===== config.mk =====
export PLATFORM = sky130hd
export DESIGN_NAME = proc_status
export DESIGN_NICKNAME = d
export VERILOG_FILES = /design/src/rtl/cpu_pkg.sv /design/src/rtl/irq_mask_sync.sv /design/src/rtl/proc_status.sv
export SDC_FILE = /design/constraint.sdc
export NUM_CORES = 1
export LEC_CHECK = 0
export CAP_MARGIN = 20
export CELL_PAD_IN_SITES_DETAIL_PLACEMENT = 0
export CELL_PAD_IN_SITES_GLOBAL_PLACEMENT = 1
export CORE_UTILIZATION = 16
export DETAILED_ROUTE_END_ITERATION = 8
export HOLD_SLACK_MARGIN = 0.03
export PLACE_DENSITY_LB_ADDON = 0.1
export SYNTH_ARGS = -nofsm -noshare
export SYNTH_HDL_FRONTEND = slang
export SYNTH_SLANG_ARGS = --single-unit

===== constraint.sdc =====
create_clock -name clk -period 1.3 [get_ports clk]
set_clock_uncertainty 0.05 [all_clocks]
set_input_delay 0.325 -clock clk [delete_from_list [all_inputs] [get_ports clk]]
set_output_delay 0.325 -clock clk [all_outputs]
set_load 0.01 [all_outputs]

===== src/rtl/cpu_pkg.sv =====
// Shared CPU definitions: P flag bit positions, flag instruction encodings, reset value.
// DECIMAL_MODE_EN: when undefined, the D flag is hard-wired to zero.
package cpu_pkg;

  localparam int FLAG_N = 7;
  localparam int FLAG_V = 6;
  localparam int FLAG_U = 5;
  localparam int FLAG_B = 4;
  localparam int FLAG_D = 3;
  localparam int FLAG_I = 2;
  localparam int FLAG_Z = 1;
  localparam int FLAG_C = 0;

  localparam logic [7:0] P_RESET = 8'h24;

  typedef enum logic [2:0] {
    OP_CLC = 3'd0,
    OP_SEC = 3'd1,
    OP_CLI = 3'd2,
    OP_SEI = 3'd3,
    OP_CLV = 3'd4,
    OP_CLD = 3'd5,
    OP_SED = 3'd6,
    OP_RSV = 3'd7
  } flag_op_e;

  // Force the bits that never hold state in P: U reads 1, B is only a push artefact.
  function automatic logic [7:0] p_sanitize(input logic [7:0] p);
    logic [7:0] r;
    r         = p;
    r[FLAG_U] = 1'b1;
    r[FLAG_B] = 1'b0;
`ifndef DECIMAL_MODE_EN
    r[FLAG_D] = 1'b0;
`endif
    return r;
  endfunction

endpackage


===== src/rtl/irq_mask_sync.sv =====
// Effective IRQ mask (updated only at instruction boundaries) and registered IRQ request.
module irq_mask_sync (
  input  logic clk,
  input  logic rst,
  input  logic instr_end,
  input  logic i_next,
  input  logic irq_n,
  output logic irq_req
);

  logic i_eff;

  // NOTE: sequential state uses non-blocking assignments so every register
  // samples pre-edge values; irq_req therefore sees the old i_eff.
  always_ff @(posedge clk) begin
    if (rst) begin
      i_eff   <= 1'b1;
      irq_req <= 1'b0;
    end else begin
      irq_req <= ~irq_n & ~i_eff;
      if (instr_end) i_eff <= i_next;
    end
  end

endmodule


===== src/rtl/proc_status.sv =====
// Processor status register P with flag updates, push image and interrupt masking.
// DECIMAL_MODE_EN: define to keep the D flag; otherwise D is always zero.
module proc_status
  import cpu_pkg::*;
(
  input  logic       clk,
  input  logic       rst,
  input  logic [7:0] alu_flags,
  input  logic [7:0] flag_we,
  input  logic [2:0] flag_op,
  input  logic       flag_op_valid,
  input  logic       p_load,
  input  logic [7:0] p_load_data,
  input  logic       push_brk,
  input  logic       instr_end,
  input  logic       irq_n,
  output logic [7:0] p_reg,
  output logic [7:0] p_push,
  output logic       alu_carry,
  output logic       alu_daa,
  output logic       irq_req
);

  logic [7:0] p_next;

  // NOTE: p_next gets a full default before any conditional write so no latch is inferred.
  always_comb begin
    p_next = p_reg;
    if (p_load) begin
      p_next = p_load_data;
    end else begin
      p_next = (p_reg & ~flag_we) | (alu_flags & flag_we);
      // The explicit flag instruction wins over the ALU mask on its target bit.
      if (flag_op_valid) begin
        case (flag_op_e'(flag_op))
          OP_CLC:  p_next[FLAG_C] = 1'b0;
          OP_SEC:  p_next[FLAG_C] = 1'b1;
          OP_CLI:  p_next[FLAG_I] = 1'b0;
          OP_SEI:  p_next[FLAG_I] = 1'b1;
          OP_CLV:  p_next[FLAG_V] = 1'b0;
          OP_CLD:  p_next[FLAG_D] = 1'b0;
          OP_SED:  p_next[FLAG_D] = 1'b1;
          default: ;
        endcase
      end
    end
    p_next = p_sanitize(p_next);
  end

  always_ff @(posedge clk) begin
    if (rst) p_reg <= P_RESET;
    else     p_reg <= p_next;
  end

  assign p_push    = {p_reg[7:5], push_brk, p_reg[3:0]};
  assign alu_carry = p_reg[FLAG_C];
`ifdef DECIMAL_MODE_EN
  assign alu_daa   = p_reg[FLAG_D];
`else
  assign alu_daa   = 1'b0;
`endif

  // i_eff follows the next-state I, so a PLP retiring this cycle loads the pulled bit.
  irq_mask_sync u_irq_mask_sync (
    .clk       (clk),
    .rst       (rst),
    .instr_end (instr_end),
    .i_next    (p_next[FLAG_I]),
    .irq_n     (irq_n),
    .irq_req   (irq_req)
  );

endmodule


After elaboration in Yosys (flattened, before gate mapping) --
Cells that the tools add are included.
Word-level totals: logic and storage cells 26, register bits 10, output and inout port bits 19, input port bits 34
Operators by class: muxes and demuxes 8, equal/unequal tests 6, reductions and logical operators 1, bitwise logic cells 7
Operators by type and width (count):
- AND 8 bit | 2
- == test 3 bit (second input constant) | 3
- two-way mux 8 bit | 1
- inverter 8 bit | 1
- OR 8 bit | 1
- == test 3 x 2 -> 1 bit (second input constant) | 2
- case mux 1 bit (2 select lines) | 3
- == test 3 x 1 -> 1 bit (second input constant) | 1
- zero test 3 bit | 1
- two-way mux 1 bit | 3
- two-way mux 2 bit | 1
- inverter 1 bit | 2
- AND 1 bit | 1

Longest topological paths before layout --
depth in word-level cells 6, depth in mapped cells 3, depth with buffers taken out 3

By module --
A second synthesis with hierarchy kept.
Unflattened totals: cell total of the unflattened synthesis 50, area total of the unflattened synthesis 459.2 um^2
By module, submodules not included:
- proc_status | times used 1, cells each 45, area each 399.1 um^2, seq. area each 100.1 um^2
- irq_mask_sync | times used 1, cells each 5, area each 60.1 um^2, seq. area each 40.0 um^2

Worst setup path before layout --
No wires, ideal clock.
path type input to register, start point in flag_we[2], end point reg u_irq_mask_sync.i_eff, arrival time 0.840 ns, required time 1.120 ns, setup slack 0.281 ns, path buffers 0, stages 3, library setup time 0.130 ns, cell sequence mux2_2 > mux2i_1 > o21ai_0
Between the ends: word-level cells in the longest chain between the ends 6
Ends and longest elaborated chain:
- from (decl) | line proc_status.sv:9 | input logic [7:0] flag_we,
- inverter 8 bit | line proc_status.sv:32 | p_next = (p_reg & ~flag_we) | (alu_flags & flag_we);
- AND 8 bit | line proc_status.sv:32
- OR 8 bit * | line proc_status.sv:32
- case mux 1 bit (2 select lines) | line proc_status.sv:35 | case (flag_op_e'(flag_op))
- two-way mux 2 bit * | line proc_status.sv:34 | if (flag_op_valid) begin
- two-way mux 8 bit * | line proc_status.sv:29 | if (p_load) begin
- to (signal assigned) | line irq_mask_sync.sv:21 | if (instr_end) i_eff <= i_next;
- to (decl) | line irq_mask_sync.sv:11 | logic i_eff;
Mark *: on every way between the ends. The rest lies on a longest branch, timed or not. A chain may end at the register's enable or synchronous reset.

Worst setup path in the final report --
start point in flag_op_valid, end point reg p_reg[0]
Between the ends: word-level cells in the longest chain between the ends 2
Ends and longest elaborated chain:
- from (decl) | line proc_status.sv:11 | input logic flag_op_valid,
- two-way mux 1 bit | line proc_status.sv:34
- two-way mux 8 bit | line proc_status.sv:29
- to (signal assigned) | line proc_status.sv:52 | else p_reg <= p_next;
- to (decl) | line proc_status.sv:17 | output logic [7:0] p_reg,
Every way passes these cells.

==> summary.md <==
| Metric | Value |
|---|---|
| Status | finished clean |
| Crit path DAT | 1.36 ns |
| Reported max-cap violation count | 0 |
| Xor/xnor share of the synthesized area | 0 |
| GPL Wtd Cong | 0.585 |
| Synth top area share | 0.305 |
| Core area | 2730 sq um |
| Die area | 3090 sq um |
| Die width | 55.6 microns |
| Clock Tree Buf Depth | 2 |
| GRT overflow | 0 |
| Psw | 160 uW |
| Peak Freq | 793 MHz |
| Max-slew violations | 0 |
| Synth Area in Compound Gates | 0.136 |
| Leakage | 0.386 nW |
| Via Count | 433 |
| Placed Cells | 110 |
| Portion of netlist area occupied by mux cells | 0.183 |
| Pre-Repair DR Iteration Count | 2 |
| Post-detail-place hpwl | 888 microns |
| Layout cell share with drive strength beyond 1 | 0.157 |
| Fin crit share | 0.971 |
| Clk sink count | 7 |
| Clock period minus worst slack | 1.26 ns |
| Fin area | 827 sq um |
| Sum Neg Setup Slack | 0 ns |
| Post-synth EDFFs | 0 |
| Area Overhead vs Synth | 80.1% |
| CP Launch Type | input pin |
| Net Sw Frac | 0.252 |
| Netlist cell types | 19 |
| Largest net degree at the start of global routing | 11 |
| Ys Warns | 0 |
| Avg WL per Cell | 9.46 microns |
| Adder-cell area share of the yosys netlist | 0 |
| H-tree depth | 1 |
| Vias in the first global route | 403 |
| FF+latch count, synth | 7 |
| CTS clock-pin slew for the worst setup and hold paths | 0.05 ns |
| Gate Count Post-Synth | 51 |
| Fin cells | 114 |
| Pwr Density | 768 nW/um^2 |
| CTS Root Cell | clkbuf_4 |
| Power consumption | 635 uW |
| Top-Level Pins | 53 |
| Post-synth top area cell | dfxtp_1 |
| Syn Area/Cell | 9.00 sq um |
| Share of synthesized area occupied by flip-flops and latches | 0.305 |
| Synth area leaders | dfxtp_1 31%, buf_4 21%, mux2i_1 11% |
| Starting density of the core | 0.168 |
| N_diodes | 0 |
| GRT Overall Usage | 0.0760 |
| Die H | 55.6 microns |
| Pint | 475 uW |
| # port buffers | 35 |
| Antenna violations before repair | 0 |
| Nets | 118 |
| Endpoints failing setup | 0 |
| Sequential power share | 0.376 |
| Primary FF master, synth | dfxtp_1 |
| Clk_lat worst skew | 0.25 ns |
| Final wirelength | 1.08 mm |
| Critical Path Fanout Max | 3 |
| Setup Fix Bufs, Post-CTS | 0 |
| CP Class | in -> reg |
| CTS tree | yes |
| Post-Place Cell Area | 787 sq um |
| Antenna viol nets, final | 0 |
| Vias per std cell | 3.80 |
| First DRT Iteration DRCs | 1 |
| Worst path slowest cell | clkdlybuf4s50_1 |
| Fill cells | 291 |
| Crit path cell chain | clkdlybuf4s50_1 > nand2b_4 > o21a_1 > o41ai_2 |
| Comb power frac | 0.318 |
| Clock power share | 0.306 |
| Largest family of logic cells by synthesized area | buffers and inverters |
| First-pass GRT wire length | 1.81 mm |
| Mapped cell area | 459 sq um |
| Setup crit end kind | flip-flop |
| DRC viols | 0 |
| Hold Crit Class | reg -> reg |
| CP peak stage delay | 0.55 ns |
| Synth async-reset ratio | 0 |
| Post-synthesis simple-gate area fraction | 0.128 |
| Final hold viol count | 0 |
| CTS buffer count | 3 |
| Peak VDD IR | 0.325 mV |
| RSZ-0062 raised after global routing | yes |
| FP Rows | 19 |
| CP required | 1.40 ns |
final timing paths:
check	start	end	slack, ns	cells after the start
min reg2reg	u_irq_mask_sync.i_eff	u_irq_mask_sync.irq_req	0.36	1
min	u_irq_mask_sync.i_eff	u_irq_mask_sync.irq_req	0.36	1
max	flag_op_valid	p_reg[0]	0.04	4
max reg2reg	p_reg[2]	u_irq_mask_sync.i_eff	0.31	3
what timing repair did:
item,4_1_cts,5_1_grt
pin swaps,0,1
hold buffers,0,0
gates resized for setup,12,8
endpoints found under the setup margin,13,7
critical path, delay by kind of cell:
family / cells / cell delay, ns
buffers and inverters: 1 / 0.55
AO/OA/AOI/OAI: 2 / 0.42
AND/OR/NAND/NOR: 1 / 0.07
logic make-up after synthesis:
family / after synthesis
buffers and inverters: 15
multiplexers: 8
AO/OA/AOI/OAI: 8
flip-flops: 7
other: 2
AND/OR/NAND/NOR: 11
through the flow:
| step | hold WS [ns] | setup WS [ns] | util |
|---|---|---|---|
| after floorplan | 0.340 | 0.281 | - |
| after global placement | 0.353 | -0.273 | 0.288 |
| after detailed placement | 0.352 | -0.269 | 0.288 |
| after CTS | 0.363 | -0.00415 | 0.292 |
| after global routing | 0.407 | -0.00992 | 0.303 |
| final | 0.359 | 0.0383 | 0.303 |
placed cells by master, fill, tap and decap left out, types with 2 or more instances in the layout:
cell,n
a21oi_1,2
nand3b_1,2
nor2_1,3
buf_4,4
o21ai_1,2
nor3_1,2
mux2_2,2
mux2i_1,4
clkdlybuf4s50_1,21
conb_1,6
dlymetal6s2s_1,2
dlygate4sd2_1,12
dfxtp_1,7
clkbuf_4,3
synthesized netlist by cell type (all sizes together), types with 2 or more instances:
cell / count
a21oi: 2
nor3: 2
nand3b: 2
mux2i: 5
nand2b: 2
nor2: 3
mux2: 3
buf: 14
conb: 2
o21ai: 2
dfxtp: 7
layout make-up:
type | count | area (sq um) | area share
clock buffer | 4 | 26.3 | 0.0318
multi-input combinational | 33 | 251 | 0.304
sequential | 7 | 140 | 0.169
timing repair buffer | 39 | 370 | 0.448
tap | 31 | 38.8 | 0.0469
routing by layer:
layer  wire length, microns  vias to the layer above  part of all wire  global-route usage
met2                    523                       21              0.48               0.124
met5                      0                        -                 0                   0
li1                       -                      222                 -                   -
met4                     14                        0             0.013              0.0321
met1                    459                      188              0.43              0.0824
met3                     81                        2             0.075              0.0395
power by group through the flow:
stage	logic, mW	registers, mW	clock network, mW
after floorplan	0.100	0.249	0
after global placement	0.211	0.244	0
after detailed placement	0.210	0.245	0
after CTS	0.193	0.239	0.209
after global routing	0.218	0.241	0.226
final	0.202	0.239	0.194
(Power assumes the default switching activity.)
